==> config.mk <==
export PLATFORM = sky130hd
export DESIGN_NAME = store_buffer
export DESIGN_NICKNAME = d
export VERILOG_FILES = /design/src/rtl/store_buffer.sv
export SDC_FILE = /design/constraint.sdc
export NUM_CORES = 1
export LEC_CHECK = 0
export ABC_AREA = 0
export BUFFER_PORTS_ARGS = -buffer_cell sky130_fd_sc_hd__buf_2
export CORE_AREA = 2 2 194 196
export CTS_CLUSTER_SIZE = 28
export DETAILED_ROUTE_END_ITERATION = 12
export DIE_AREA = 0 0 196 198
export GPL_TIMING_DRIVEN = 0
export PLACE_DENSITY = 0.6
export SLEW_MARGIN = 30
export SYNTH_ARGS = -nofsm -noshare
export SYNTH_HDL_FRONTEND = slang
export SYNTH_SLANG_ARGS = --single-unit
==> constraint.sdc <==
create_clock -name CLK -period 7.4 [get_ports CLK]
set_clock_uncertainty 0.05 [all_clocks]
set_input_delay 1.48 -clock CLK [delete_from_list [all_inputs] [get_ports CLK]]
set_output_delay 1.48 -clock CLK [all_outputs]
set_load 0.1 [all_outputs]
==> src/rtl/store_buffer.sv <==
// -----------------------------------------------------------------------------
// store_buffer
//   Posted-write buffer sitting between the MEM stage and a slow data-memory
//   port. Stores are accepted in one cycle, kept in a circular array and
//   retired in order over a MemReq/MemAck handshake. Loads that hit a pending
//   store get the buffered bytes forwarded, youngest entry winning per byte.
//   A store to the youngest non-head entry's address merges into it.
//
// Ports
//   CLK, Reset            clock, asynchronous active-high reset
//   StWrite/StAddr/StData/StBE   MEM-stage store request
//   LdCheck/LdAddr        MEM-stage load lookup
//   LdHit/LdData/LdBE     forwarding result
//   Full/Empty/Count      occupancy
//   MemReq/MemAddr/MemData/MemBE/MemAck   drain handshake (head entry)
// -----------------------------------------------------------------------------
module store_buffer #(
  parameter int unsigned DEPTH = 4,
  parameter int unsigned AW    = 10,
  parameter int unsigned DW    = 32
) (
  input  logic                     CLK,
  input  logic                     Reset,
  input  logic                     StWrite,
  input  logic [AW-1:0]            StAddr,
  input  logic [DW-1:0]            StData,
  input  logic [DW/8-1:0]          StBE,
  input  logic                     LdCheck,
  input  logic [AW-1:0]            LdAddr,
  output logic                     LdHit,
  output logic [DW-1:0]            LdData,
  output logic [DW/8-1:0]          LdBE,
  output logic                     Full,
  output logic                     Empty,
  output logic [$clog2(DEPTH):0]   Count,
  output logic                     MemReq,
  output logic [AW-1:0]            MemAddr,
  output logic [DW-1:0]            MemData,
  output logic [DW/8-1:0]          MemBE,
  input  logic                     MemAck
);

  localparam int unsigned PW = $clog2(DEPTH);
  localparam int unsigned CW = PW + 1;
  localparam int unsigned BW = DW / 8;

  logic [AW-1:0] r_addr [DEPTH];
  logic [DW-1:0] r_data [DEPTH];
  logic [BW-1:0] r_be   [DEPTH];
  logic [PW-1:0] r_head;
  logic [PW-1:0] r_tail;
  logic [CW-1:0] r_count;

  logic          w_empty;
  logic          w_full;
  logic          w_pop;
  logic          w_merge;
  logic          w_push;
  logic [PW-1:0] w_young;
  logic [PW-1:0] w_fwd_idx;
  logic          w_any_hit;

  assign w_empty = (r_count == '0);
  assign w_full  = (r_count == CW'(DEPTH));
  assign w_pop   = !w_empty && MemAck;
  assign w_young = r_tail - PW'(1);

  // Merging needs no free slot, so it is decided before the space check.
  // Count>=2 keeps the head (which may be mid-handshake) untouched.
  assign w_merge = StWrite && (r_count >= CW'(2)) && (r_addr[w_young] == StAddr);
  assign w_push  = StWrite && !w_merge && (!w_full || w_pop);

  always_ff @(posedge CLK or posedge Reset) begin
    if (Reset) begin
      for (int unsigned i = 0; i < DEPTH; i++) begin
        r_addr[i] <= '0;
        r_data[i] <= '0;
        r_be[i]   <= '0;
      end
      r_head  <= '0;
      r_tail  <= '0;
      r_count <= '0;
    end else begin
      if (w_pop) begin
        r_head <= r_head + PW'(1);
      end
      if (w_push) begin
        r_addr[r_tail] <= StAddr;
        r_data[r_tail] <= StData;
        r_be[r_tail]   <= StBE;
        r_tail         <= r_tail + PW'(1);
      end
      if (w_merge) begin
        for (int unsigned b = 0; b < BW; b++) begin
          if (StBE[b]) begin
            r_data[w_young][8*b +: 8] <= StData[8*b +: 8];
            r_be[w_young][b]          <= 1'b1;
          end
        end
      end
      r_count <= r_count + CW'(w_push) - CW'(w_pop);
    end
  end

  // Drain side: head entry presented whenever the buffer is non-empty.
  always_comb begin
    MemReq  = !w_empty;
    MemAddr = '0;
    MemData = '0;
    MemBE   = '0;
    if (!w_empty) begin
      MemAddr = r_addr[r_head];
      MemData = r_data[r_head];
      MemBE   = r_be[r_head];
    end
  end

  // Forwarding: walk oldest to youngest so later matches overwrite per byte.
  always_comb begin
    LdData    = '0;
    LdBE      = '0;
    w_any_hit = 1'b0;
    w_fwd_idx = '0;
    for (int unsigned i = 0; i < DEPTH; i++) begin
      w_fwd_idx = r_head + PW'(i);
      if ((CW'(i) < r_count) && (r_addr[w_fwd_idx] == LdAddr)) begin
        w_any_hit = 1'b1;
        for (int unsigned b = 0; b < BW; b++) begin
          if (r_be[w_fwd_idx][b]) begin
            LdData[8*b +: 8] = r_data[w_fwd_idx][8*b +: 8];
            LdBE[b]          = 1'b1;
          end
        end
      end
    end
    LdHit = LdCheck && w_any_hit;
  end

  assign Full  = w_full;
  assign Empty = w_empty;
  assign Count = r_count;

endmodule

==> results.py, run 1 <==
metrics = {
    "status": {
        "outcome": "completed",
    },
    "routing": {
        "routed_wl_um": 53900,
        "via_per_inst": 6.53,
        "drt_first_pass_iters": 6,
        "num_vias": 13200,
        "post_drt_wl_per_cell_um": 26.6,
        "drtAntennaViolNets": 0,
        "drt_iter0_drc": 1612,
        "drc": 0,
    },
    "clocking": {
        "cts_tree": "built",
        "insertion_delay_ps": 460,
        "clock_sinks": 191,
        "cts_setup_buffers": 0,
        "cts_hold_buf": 0,
        "cts_root_buffer": "clkbuf_16",
        "clk_pin_slew_ps": 80,
        "ctsLongestPathBuffers": 2,
        "cts_buffers": 17,
        "ctsResizeCount": 0,
        "cts.htree.levels": 4,
    },
    "placement": {
        "gp_congestion": 1.00,
        "portBuffers": 136,
        "place_ws_ps": 746,
        "placed_cell_area_um2": 15900,
        "post-dp-hpwl_um": 39900,
    },
    "die": {
        "start_util_pct": 39.4,
        "row_count": 71,
        "die-area_um2": 38800,
        "die_w_um": 196,
        "die_y_um": 198,
        "core-area_um2": 37000,
        "io-pin-count": 150,
    },
    "critical_path": {
        "timing.rr.start": "r_tail[0]$_DFFE_PP0P_",
        "critPathRequiredTime_ps": 5870,
        "cp-startpoint": "LdAddr[7]",
        "cp.arrival_ps": 5330,
        "worstReg2RegEnd": "r_data[93]$_DFF_PP0_",
        "cp-start-kind": "input pin",
        "path_class": "in2out",
        "critPathMaxFanout": 10,
        "reg2regPathDepth": 12,
        "r2r_slack_ps": 2290,
        "endpoint_kind": "output port",
    },
    "final_layout": {
        "final_cell_mix": "mux2_2 (254), dfrtp_1 (191), buf_2 (172)",
        "layout_commonest_cell": "mux2_2",
        "drive_above_1_share_pct": 34.0,
        "multiInputGateArea_um2": 9170,
        "fillers": 3584,
        "area_growth_syn_to_layout_pct": 13.2,
        "postLayoutCellArea_um2": 16500,
        "regArea_um2": 4780,
        "finalNetCount": 1612,
    },
    "sta": {
        "timing.fmax_mhz": 146,
        "final-max-slew-violation-count": 0,
        "period_minus_slack_ps": 6860,
        "worst_pin_slew_ps": 1040,
        "hold_violations": 0,
        "grt_setup_unrepaired": "no",
        "max_slew_margin_pct": 30.4,
        "finalSetupViolCount": 0,
        "layout_worst_path_cycle_share_pct": 92.7,
        "layout_setup_ws_ps": 542,
    },
    "synthesis": {
        "ys_seq_elements": 191,
        "async_reset_ff_share_pct": 100,
        "synth_top_area_share_pct": 32.9,
        "seq_area_frac_synth_pct": 32.9,
        "synth_warnings": 0,
        "synthFlopType": "dfrtp_1",
        "synth_area_leaders": "dfrtp_1 (33%), mux2_2 (20%), mux2i_1 (7.4%)",
        "synth_edf_count": 0,
        "syn-num-nets": 1455,
        "synthCells": 1384,
        "syn_area_per_cell_um2": 10.5,
        "syn_area_um2": 14500,
        "synth_top_area_cell": "dfrtp_1",
        "ys_types": 73,
    },
    "global_routing": {
        "antenna_found_initial": 3,
        "grt_max_degree": 82,
        "grt_pass1_wl_um": 80200,
        "track_usage_pct": 27.7,
        "grt_pass1_vias": 12900,
        "grt_overflow": 0,
    },
    "hold_path": {
        "hold_class": "reg2reg",
        "holdCritStartpoint": "r_data[25]$_DFF_PP0_",
        "min_to": "r_data[25]$_DFF_PP0_",
        "hold_depth": 1,
    },
    "run": {
        "cap_viol_max_count": 0,
    },
}
synthesized netlist by cell type, drive strengths merged (13+ instances only):
cell / instances
a211oi: 47
clkbuf: 53
nor3: 27
mux2: 254
nand4b: 13
nor2: 75
a21oi: 14
nand3: 58
xor2: 16
xnor2: 42
dfrtp: 191
a22o: 18
o21ai: 15
a31oi: 15
o31a: 16
and3: 19
buf: 61
mux2i: 108
o311ai: 13
mux4: 23
inv: 19
o211ai: 17
a311o: 14
o2111ai: 30
nand2: 58
a32oi: 21
o21bai: 15
final cells by class:
type	count	share of cell area [%]
clock inverter	15	0.783
tap	474	3.60
multi-input combinational	1058	55.7
antenna	1	0.0152
clock buffer	17	2.58
timing repair buffer	138	4.47
buffer	114	3.33
inverter	21	0.524
sequential	191	29.0
metrics by stage:
step	utilization, %	TNS [ps]	hold WS (ps)	std cells
3_5_place_dp	43.0	0	463	1996
5_1_grt	44.6	0	497	2029
4_1_cts	44.5	0	484	2028
3_3_place_gp	42.8	-294830	458	1994
6_report	44.6	0	483	2029
2_1_floorplan	-	0	438	1384
registers in the layout, indices dropped and copies added (netlist names):
name / count
r_data: 128
r_head: 2
r_tail: 2
r_be: 16
Count: 3
r_addr: 40
metal layers:
layer / up-vias / wire length, um / global-route usage, %
met5: - / 26 / 0
met4: 4 / 2260 / 13.0
met3: 150 / 4830 / 5.94
met2: 747 / 24000 / 42.4
met1: 6620 / 22800 / 37.4
li1: 5720 / - / -
worst max-delay path: stages:
cell and delay, ps:
buf_2 100, clkbuf_1 410, o32ai_1 160, a2111oi_1 490
o2111ai_1 500, nor2_1 400, clkbuf_1 660, inv_1 250
o221ai_1 360, buf_2 500
cells by family after synthesis:
family                     after synthesis  share of synthesized area (%)
and+or+nand+nor                        296                           10.6
adders and majority gates               10                          0.912
buffers and inverters                  135                           4.31
xor gates and xnor gates                58                           3.49
AOI/OAI and AO/OA                      309                           17.2
DFF                                    191                           32.9
muxes                                  385                           30.7
worst max-delay path by stage:
stage	cells past startpoint	to	slack, ps
final	10	LdBE[1]	540
after CTS	10	LdBE[1]	740
after detailed placement	10	LdBE[1]	750
after global placement	2	r_data[125]$_DFF_PP0_	-1570
after floorplan	5	MemData[27]	370
after global routing	10	LdBE[1]	560
Power of run 1 is not shown: default switching activity piles up to over one toggle a cycle in this logic, so the estimate is an artifact.
==> run 2, diff against run 1 <==
--- a/config.mk
+++ b/config.mk
@@ -13,6 +13,7 @@
 export DIE_AREA = 0 0 196 198
 export GPL_TIMING_DRIVEN = 0
 export PLACE_DENSITY = 0.6
+export RECOVER_POWER = 100
 export SLEW_MARGIN = 30
 export SYNTH_ARGS = -nofsm -noshare
 export SYNTH_HDL_FRONTEND = slang
==> run 2 against run 1 <==
The flow now finishes with violations (capacitance limit, slew limit); critical endpoint is now MemData[2]; utilization shrank 0.35 points; worst setup slack worse by 180 ps; sequential share of layout area is 0.23 points higher.
==> results.py, run 2 (same netlist as run 1, synthesis figures left out) <==
metrics = {
    "final_layout": {
        "final_cell_mix": "mux2_2 (254), dfrtp_1 (191), clkbuf_1 (129)",
        "largest_reg_flops": 128,
        "fillers": 3619,
        "drive_above_1_share_pct": 29.3,
        "area_growth_syn_to_layout_pct": 12.3,
        "regMostFlops": "r_data",
        "finalNetCount": 1612,
        "layout_commonest_cell": "mux2_2",
        "reg_top3": "r_data (128), r_addr (40), r_be (16)",
    },
    "critical_path": {
        "cp_num_buf_inv": 9,
        "cp.arrival_ps": 5510,
        "crit_slowest_cell": "clkbuf_1",
        "path_depth": 11,
        "cp-start-kind": "register",
        "path_class": "reg2out",
        "critPathMaxFanout": 10,
        "path_common_cell": "clkbuf_1",
        "timing.rr.start": "r_tail[0]$_DFFE_PP0P_",
        "worstReg2RegEnd": "r_be[9]$_DFF_PP0_",
        "critPathRequiredTime_ps": 5870,
        "cp_top_family": "buffers and inverters",
        "reg2regPathDepth": 13,
        "cpPeakStageDelay_ps": 900,
        "path_cells": "buf_6 > buf_6 > buf_6 > clkbuf_1 > clkbuf_1 > clkbuf_1 > clkbuf_1 > clkbuf_1 > nor2_1 > a211oi_1 > clkbuf_1",
        "r2r_slack_ps": 880,
        "crit_path_end": "MemData[2]",
        "cp-startpoint": "r_head[0]$_DFFE_PP0P_",
        "endpoint_kind": "output port",
    },
    "routing": {
        "met2_length_um": 24100,
        "routed_wl_um": 53800,
        "drt_iter0_drc": 1689,
        "wl_met3_um": 5060,
        "via_per_inst": 6.46,
        "drt_first_pass_iters": 6,
        "drc": 0,
        "top_layer": "met5",
        "num_vias": 13100,
        "m1WireLength_um": 22500,
        "post_drt_wl_per_cell_um": 26.5,
        "drtAntennaViolNets": 0,
    },
    "die": {
        "start_util_pct": 39.4,
        "core-area_um2": 37000,
        "die_y_um": 198,
        "row_count": 71,
        "die_w_um": 196,
        "io-pin-count": 150,
        "die-area_um2": 38800,
    },
    "placement": {
        "gp_congestion": 1.00,
        "post-dp-hpwl_um": 39900,
        "place_ws_ps": 746,
        "portBuffers": 136,
    },
    "global_routing": {
        "grt_overflow": 0,
        "track_usage_pct": 27.7,
        "grt_max_degree": 82,
        "antenna_found_initial": 3,
        "grt_pass1_vias": 12900,
        "grt_pass1_wl_um": 80200,
    },
    "sta": {
        "hold_violations": 0,
        "layout_worst_path_cycle_share_pct": 95.1,
        "layout_setup_ws_ps": 362,
        "timing.fmax_mhz": 142,
        "final-max-slew-violation-count": 113,
        "finalSetupViolCount": 0,
        "max_slew_margin_pct": -115,
        "tns_ps": 0,
        "period_minus_slack_ps": 7040,
        "grt_setup_unrepaired": "no",
        "worst_pin_slew_ps": 3220,
        "worst_hold_slack_ps": 483,
    },
    "hold_path": {
        "hold_class": "reg2reg",
    },
    "clocking": {
        "clock_sinks": 191,
        "cts_hold_buf": 0,
        "cts_buffers": 17,
        "ctsLongestPathBuffers": 2,
        "insertion_delay_ps": 460,
        "cts.htree.levels": 4,
        "cts_root_buffer": "clkbuf_16",
        "ctsResizeCount": 0,
        "cts_tree": "built",
        "cts_setup_buffers": 0,
        "clk_pin_slew_ps": 70,
    },
    "status": {
        "outcome": "finished with violations",
        "violations": "capacitance limit, slew limit",
    },
    "run": {
        "cap_viol_max_count": 2,
    },
}
## run 2: cell types whose count changed in the layout (fill, tap and decap cells not counted), sizes merged
cell,previous run,this run
buf,199,107
clkbuf,70,162
clkinvlp,3,4
inv,25,24
## run 2: worst reg2reg max path: cells and delay by family, from the launching register on
family / cells / cell delay [ps]
DFF: 1 / 530
AOI/OAI and AO/OA: 1 / 270
and+or+nand+nor: 4 / 1460
xor gates and xnor gates: 1 / 340
buffers and inverters: 5 / 2900
muxes: 1 / 430
adders and majority gates: 1 / 430
## run 2: how the worst min path moves through the flow
stage / start / endpoint / slack, ps / depth (start not counted)
after floorplan: r_be[8]$_DFF_PP0_ / r_be[8]$_DFF_PP0_ / 440 / 1
after global placement: r_data[38]$_DFF_PP0_ / r_data[38]$_DFF_PP0_ / 460 / 1
after detailed placement: r_data[39]$_DFF_PP0_ / r_data[39]$_DFF_PP0_ / 460 / 1
after CTS: r_data[102]$_DFF_PP0_ / r_data[102]$_DFF_PP0_ / 480 / 1
after global routing: r_data[102]$_DFF_PP0_ / r_data[102]$_DFF_PP0_ / 500 / 1
final: r_data[116]$_DFF_PP0_ / r_data[116]$_DFF_PP0_ / 480 / 1
## run 2: stage by stage
step | instances | utilization [%] | instance area (um2)
floorplan | 1384 | - | 14500
global placement | 1994 | 42.8 | 15800
detailed placement | 1996 | 43.0 | 15900
CTS | 2028 | 44.5 | 16500
global route | 2029 | 44.2 | 16300
finish | 2029 | 44.2 | 16300
## run 2: final cells by class
class	count	area, um2	area share, %
tap	474	593	3.63
antenna	1	2.50	0.0153
timing repair buffer	138	637	3.90
sequential	191	4780	29.3
clock buffer	17	425	2.60
buffer	114	536	3.28
clock inverter	15	129	0.789
multi-input combinational	1058	9160	56.0
inverter	21	80.1	0.490
## run 2: per-layer routing
layer	GRT usage, %	up-vias
met4	13.0	4
met1	37.4	6509
met3	5.94	133
li1	-	5734
met5	0	-
met2	42.4	734
Power of run 2 is left out for the same reason.
